===== config.mk =====
export PLATFORM = sky130hd
export DESIGN_NAME = instruction_encode
export DESIGN_NICKNAME = d
export VERILOG_FILES = /design/src/rtl/instruction_encode.sv
export SDC_FILE = /design/constraint.sdc
export NUM_CORES = 1
export LEC_CHECK = 0
export CORE_UTILIZATION = 30
export CTS_CLUSTER_DIAMETER = 200
export CTS_CLUSTER_SIZE = 12
export DETAILED_ROUTE_END_ITERATION = 16
export GPL_TIMING_DRIVEN = 0
export PLACE_DENSITY = 0.67
export SETUP_SLACK_MARGIN = 0.2
export SLEW_MARGIN = 20
export SYNTH_ARGS = -nofsm -noshare
export SYNTH_HDL_FRONTEND = slang
export SYNTH_SLANG_ARGS = --single-unit

===== constraint.sdc =====
create_clock -name clock -period 1.75 [get_ports clock]
set_input_delay 0.2625 -clock clock [delete_from_list [all_inputs] [get_ports clock]]
set_output_delay 0.2625 -clock clock [all_outputs]
set_load 0.005 [all_outputs]

===== src/rtl/instruction_encode.sv =====
// instruction_encode
//   Packs decoded RV32I fields back into 32-bit instruction words. Each
//   accepted bundle with a supported opcode is written one cycle later to
//   the next consecutive word of a single-port instruction memory.
//   Unsupported opcodes are consumed and flagged on err / err_opcode.
//
// Ports
//   clock, reset          rising-edge clock, synchronous active-high reset
//   flush                 clears the write pointer (count); err_opcode kept
//   in_valid / in_ready   field-bundle handshake; in_ready = !full && !flush
//   opcode, rd, rs1, rs2, func3, func7, imm   decoded instruction fields
//   mem_we, mem_addr, mem_data                registered memory write port
//   count, full           words written since reset/flush; count == DEPTH
//   err, err_opcode       one-cycle unsupported-opcode pulse and its opcode
module instruction_encode #(
   parameter int          DEPTH_LOG2 = 8,
   parameter logic [31:0] BASE_ADDR  = 32'h0000_0000
) (
   input  logic                  clock,
   input  logic                  reset,
   input  logic                  flush,
   input  logic                  in_valid,
   output logic                  in_ready,
   input  logic [6:0]            opcode,
   input  logic [4:0]            rd,
   input  logic [4:0]            rs1,
   input  logic [4:0]            rs2,
   input  logic [2:0]            func3,
   input  logic [6:0]            func7,
   input  logic [31:0]           imm,
   output logic                  mem_we,
   output logic [31:0]           mem_addr,
   output logic [31:0]           mem_data,
   output logic [DEPTH_LOG2:0]   count,
   output logic                  full,
   output logic                  err,
   output logic [6:0]            err_opcode
);

   localparam int CW    = DEPTH_LOG2 + 1;
   localparam int DEPTH = 2 ** DEPTH_LOG2;

   localparam logic [6:0] OP_R      = 7'b0110011;
   localparam logic [6:0] OP_I_ALU  = 7'b0010011;
   localparam logic [6:0] OP_I_LOAD = 7'b0000011;
   localparam logic [6:0] OP_I_JALR = 7'b1100111;
   localparam logic [6:0] OP_S      = 7'b0100011;
   localparam logic [6:0] OP_B      = 7'b1100011;
   localparam logic [6:0] OP_U_LUI  = 7'b0110111;
   localparam logic [6:0] OP_U_AUI  = 7'b0010111;
   localparam logic [6:0] OP_J      = 7'b1101111;

   function automatic logic is_supported(input logic [6:0] op);
      case (op)
         OP_R, OP_I_ALU, OP_I_LOAD, OP_I_JALR, OP_S, OP_B,
         OP_U_LUI, OP_U_AUI, OP_J: is_supported = 1'b1;
         default:                  is_supported = 1'b0;
      endcase
   endfunction

   // Fields are placed verbatim; imm[0] of B/J formats is not encodable.
   function automatic logic [31:0] encode(
      input logic [6:0]  op,
      input logic [4:0]  f_rd,
      input logic [4:0]  f_rs1,
      input logic [4:0]  f_rs2,
      input logic [2:0]  f3,
      input logic [6:0]  f7,
      input logic [31:0] im
   );
      case (op)
         OP_R:
            encode = {f7, f_rs2, f_rs1, f3, f_rd, op};
         OP_I_ALU, OP_I_LOAD, OP_I_JALR:
            encode = {im[11:0], f_rs1, f3, f_rd, op};
         OP_S:
            encode = {im[11:5], f_rs2, f_rs1, f3, im[4:0], op};
         OP_B:
            encode = {im[12], im[10:5], f_rs2, f_rs1, f3, im[4:1], im[11], op};
         OP_U_LUI, OP_U_AUI:
            encode = {im[31:12], f_rd, op};
         OP_J:
            encode = {im[20], im[10:1], im[11], im[19:12], f_rd, op};
         default:
            encode = 32'h0;
      endcase
   endfunction

   logic          vld_p0;
   logic          sup_p0;
   logic [31:0]   word_p0;
   logic [31:0]   addr_p0;

   logic          we_p1;
   logic [31:0]   addr_p1;
   logic [31:0]   data_p1;
   logic [CW-1:0] count_p1;
   logic          err_p1;
   logic [6:0]    err_op_p1;

   assign full     = (count_p1 == CW'(DEPTH));
   assign in_ready = !full && !flush;

   // Stage 0: handshake, opcode check and word packing
   always_comb begin
      vld_p0  = in_valid && in_ready;
      sup_p0  = is_supported(opcode);
      word_p0 = encode(opcode, rd, rs1, rs2, func3, func7, imm);
      addr_p0 = BASE_ADDR + (32'(count_p1) << 2);
   end

   // Stage 1: registered memory write port, pointer and error flag
   always_ff @(posedge clock) begin
      if (reset) begin
         we_p1     <= 1'b0;
         addr_p1   <= BASE_ADDR;
         data_p1   <= 32'h0;
         count_p1  <= '0;
         err_p1    <= 1'b0;
         err_op_p1 <= 7'h0;
      end else begin
         we_p1  <= 1'b0;
         err_p1 <= 1'b0;
         if (flush) begin
            count_p1 <= '0;
         end else if (vld_p0) begin
            if (sup_p0) begin
               we_p1    <= 1'b1;
               addr_p1  <= addr_p0;
               data_p1  <= word_p0;
               count_p1 <= count_p1 + CW'(1);
            end else begin
               err_p1    <= 1'b1;
               err_op_p1 <= opcode;
            end
         end
      end
   end

   assign mem_we     = we_p1;
   assign mem_addr   = addr_p1;
   assign mem_data   = data_p1;
   assign count      = count_p1;
   assign err        = err_p1;
   assign err_opcode = err_op_p1;

endmodule


==> tab_implementation.tex <==
\begin{tabular}{lr}
\hline
Metric & Value \\
\hline
\multicolumn{2}{l}{\textbf{Critical path}} \\
\quad CP Launch Type & flip-flop \\
\quad Crit end category & flip-flop \\
\quad Req. time, crit path & approximately 2000 ps \\
\quad Start-to-end type of the worst setup path & flip-flop to flip-flop \\
\quad Data arrival, critical path & approximately 2200 ps \\
\quad Worst-path maximum fanout & 10 \\
\multicolumn{2}{l}{\textbf{Timing}} \\
\quad Final number of setup-violating endpoints & just under 60 \\
\quad Worst hold margin & roughly 350 ps \\
\quad Worst clock skew & slightly above 9 ps \\
\quad Final Max Slew Viols & 0 \\
\quad Clock period minus final worst setup slack & just under 2000 ps \\
\quad RSZ-0062 raised after global routing & yes \\
\quad Max\_slew headroom & a little over half \\
\quad Final Cycle Share & 112.8\% \\
\quad FMAX & 506.7 MHz \\
\quad Fin worst setup slack & -223.7 ps \\
\quad Transition time of the tightest slew-check pin & approximately 680 ps \\
\quad Sum of negative setup slack & -9541 ps \\
\quad Hold violation count in the final report & 0 \\
\multicolumn{2}{l}{\textbf{Route}} \\
\quad Aggregate routed wire length & between 10000 and 15000 um \\
\quad Routed length per placed instance & about 16 um \\
\quad Iter 0 DRT Violations & about 260 \\
\quad Number of detailed-route iterations in the first pass & 5 \\
\quad Residual DRC count & 0 \\
\quad DR vias/cell & 5.046 \\
\quad Via total after detailed routing & 3260 \\
\quad Antenna-violating nets left & 0 \\
\multicolumn{2}{l}{\textbf{Final layout}} \\
\quad Number of nets at the end of the flow & around 580 \\
\quad Area of the multi-input gates & around 0.0018 mm\^{}2 \\
\quad Count of antenna diodes in the layout & 0 \\
\quad Area growth from synthesis to layout & 74.78\% \\
\quad \# fillers & 848 \\
\quad Core Util, Final & 54.98\% \\
\quad Storage cell area & between 0.001 and 0.0015 mm\^{}2 \\
\quad Proportion of layout cells with a drive suffix above 1 & roughly 27\% \\
\multicolumn{2}{l}{\textbf{Yosys}} \\
\quad Largest cells by area after synthesis & sky130\_fd\_sc\_hd\_\_dfxtp\_1, sky130\_fd\_sc\_hd\_\_buf\_4, sky130\_fd\_sc\_hd\_\_nor2\_1 \\
\quad Cell type with the highest aggregate area in the netlist & sky130\_fd\_sc\_hd\_\_dfxtp\_1 \\
\quad Mean instance size in the synthesized netlist & $\sim$9 um\^{}2 \\
\quad Synthesis warning total & 0 \\
\quad Number of distinct library cells after synthesis & 52 \\
\quad Top cell type's share of synthesized area & roughly 40\% \\
\quad Proportion of synthesized chip area in sequential cells & roughly two fifths \\
\quad Most used flip-flop cell after synthesis & sky130\_fd\_sc\_hd\_\_dfxtp\_1 \\
\quad Count of state elements after synthesis & 59 \\
\quad Share of flip-flops with an asynchronous set or reset & 0\% \\
\quad Number of flops mapped to enable cells by yosys & 0 \\
\quad Top-count cell post-synth & sky130\_fd\_sc\_hd\_\_dfxtp\_1 \\
\quad Ranking of synthesized cells by instance count & sky130\_fd\_sc\_hd\_\_dfxtp\_1, sky130\_fd\_sc\_hd\_\_nor2\_1, sky130\_fd\_sc\_hd\_\_nand2\_1 \\
\quad Synthesized netlist cell count & 336 \\
\quad Area of the mapped netlist & $\sim$0.0030 mm\^{}2 \\
\multicolumn{2}{l}{\textbf{CTS}} \\
\quad Clock transition at the registers of the reported paths & 60 ps \\
\quad Quantity of hold-fixing buffers added after cts & 0 \\
\quad Clock sinks & between 50 and 60 \\
\quad Number of buffers inserted during clock tree synthesis & 9 \\
\quad Number of buffers on the longest clock path & 2 \\
\quad Worst-skew pair later-pin latency & about 330 ps \\
\quad Clk root buf & sky130\_fd\_sc\_hd\_\_clkbuf\_8 \\
\quad Depth of the CTS H-tree & 3 \\
\quad Clock tree from TritonCTS & done \\
\multicolumn{2}{l}{\textbf{Floorplan}} \\
\quad \# rows & 35 \\
\quad Core Region & approximately 0.0094 mm\^{}2 \\
\quad Die outline area & around 0.01 mm\^{}2 \\
\quad Initial core utilization & 31.46\% \\
\quad Count of boundary I/O pins & 152 \\
\quad Width of the die & around 100 um \\
\quad Chip Height & between 100 and 150 um \\
\multicolumn{2}{l}{\textbf{GRT}} \\
\quad Largest net degree at the start of global routing & 11 \\
\quad GRT Overall Usage & a little under a fifth \\
\quad Via count of the first global-routing pass & between 3000 and 4000 \\
\quad Overflow left after global routing & 0 \\
\quad Wire length of the first global-routing pass & about 15000 um \\
\quad Antenna violations before repair & 0 \\
\multicolumn{2}{l}{\textbf{Pwr}} \\
\quad Maximum ir drop on the vdd rail & between 0.0002 and 0.0003 V \\
\quad Leakage power total & slightly above 2 nW \\
\quad Total power per unit cell area & $\sim$550 mW/mm\^{}2 \\
\multicolumn{2}{l}{\textbf{Place}} \\
\quad Final estimated routing congestion in global placement & 0.8933 \\
\quad Placed wire-length estimate after detailed placement & 7353 um \\
\quad Port-buffer cells & roughly 130 \\
\quad Worst slack at placement & -844.8 ps \\
\multicolumn{2}{l}{\textbf{Hold path}} \\
\quad Class of the tightest hold or removal check & input port to flip-flop \\
\multicolumn{2}{l}{\textbf{Outcome}} \\
\quad Run status & finished, violations left \\
\quad Violated checks & negative setup slack \\
\multicolumn{2}{l}{\textbf{Flow run}} \\
\quad Count of max-cap constraint violations & 0 \\
\hline
\end{tabular}
## registers in the layout (all words and copies together) (netlist names)
| signal | count |
|---|---|
| mem_data | 32 |
| count | 9 |
| mem_addr | 9 |
| err_opcode | 7 |
| err | 1 |
| mem_we | 1 |
## layer usage
layer | wire length (um) | track usage [%]
met1 | 4428 | 24.14
met2 | 4751 | 31.40
met3 | 875 | 4.210
met4 | 301 | 8.807
met5 | 0 | 0
## worst max-delay path: stages, from the launching register on
cell and delay [ps]:
sky130_fd_sc_hd__dfxtp_4 340, sky130_fd_sc_hd__or4_4 550, sky130_fd_sc_hd__buf_6 150, sky130_fd_sc_hd__a2bb2oi_4 140
sky130_fd_sc_hd__and3_4 190, sky130_fd_sc_hd__buf_8 140, sky130_fd_sc_hd__buf_6 150, sky130_fd_sc_hd__a311oi_2 210
## cell type report
cell class	instances	area share [%]
sequential	59	23.37
buffer	46	7.445
timing repair buffer	143	28.38
clock inverter	3	0.2901
multi-input combinational	247	34.03
tap	129	3.118
clock buffer	13	2.876
inverter	6	0.4834
## cells by family after synthesis
family	Yosys count	share of synthesized area [%]
AO/OA/AOI/OAI	83	22.69
XOR/XNOR	1	0.2958
adder cells (fa/ha/maj)	2	0.8448
buffers and inverters	52	11.58
flip-flops	59	39.88
multiplexers	8	2.746
other	1	0.1266
AND/OR/NAND/NOR	130	21.84
## report_power, final
group	switching [mW]	internal [mW]
clock	0.505	0.547
combinational	0.191	0.258
sequential	0.0104	1.35
total	0.706	2.15
## what timing repair did
| item | 4_1_cts | 5_1_grt |
|---|---|---|
| setup endpoints to repair | 65 | 65 |
| setup buffers | 6 | 7 |
| pin swaps | 4 | 10 |
| cloned | 3 | 2 |
| resized for setup | 50 | 62 |
## metrics by stage
step,cells,total power [mW],area [um^2]
after detailed placement,612,1.810,4486
after global placement,612,1.805,4486
final,646,2.861,5176
after CTS,637,2.876,4850
after global routing,646,3.002,5176
after floorplan,358,1.576,3073
## cell usage in the layout (no fill, tap or decap), drive strengths merged, types with 2 or more instances in the layout
cell type	n
dfxtp	59
inv	6
nor2	49
clkinv	3
nor3	14
nand4	2
nand3b	2
a21oi	27
nor2b	2
a222oi	10
buf	57
dlygate4sd2	5
nand3	5
or3	2
dlymetal6s2s	7
ha	2
a32oi	2
clkbuf	22
o21ai	6
a211oi	11
conb	23
mux2i	7
o31ai	4
nand4b	3
clkdlybuf4s50	111
a221oi	14
or2	2
nand2	38
and3	2
or4	5
## worst paths after layout
| kind | start | endpoint | slack (ps) | depth (start not counted) |
|---|---|---|---|---|
| max | count[4] | mem_data[31] | -220 | 7 |
| min | opcode[2] | err_opcode[2] | 350 | 3 |
| max reg2reg | count[4] | mem_data[31] | -220 | 7 |
| min reg2reg | mem_addr[10] | mem_addr[10] | 460 | 2 |
No activity file was read; power rests on OpenSTA's default activity.
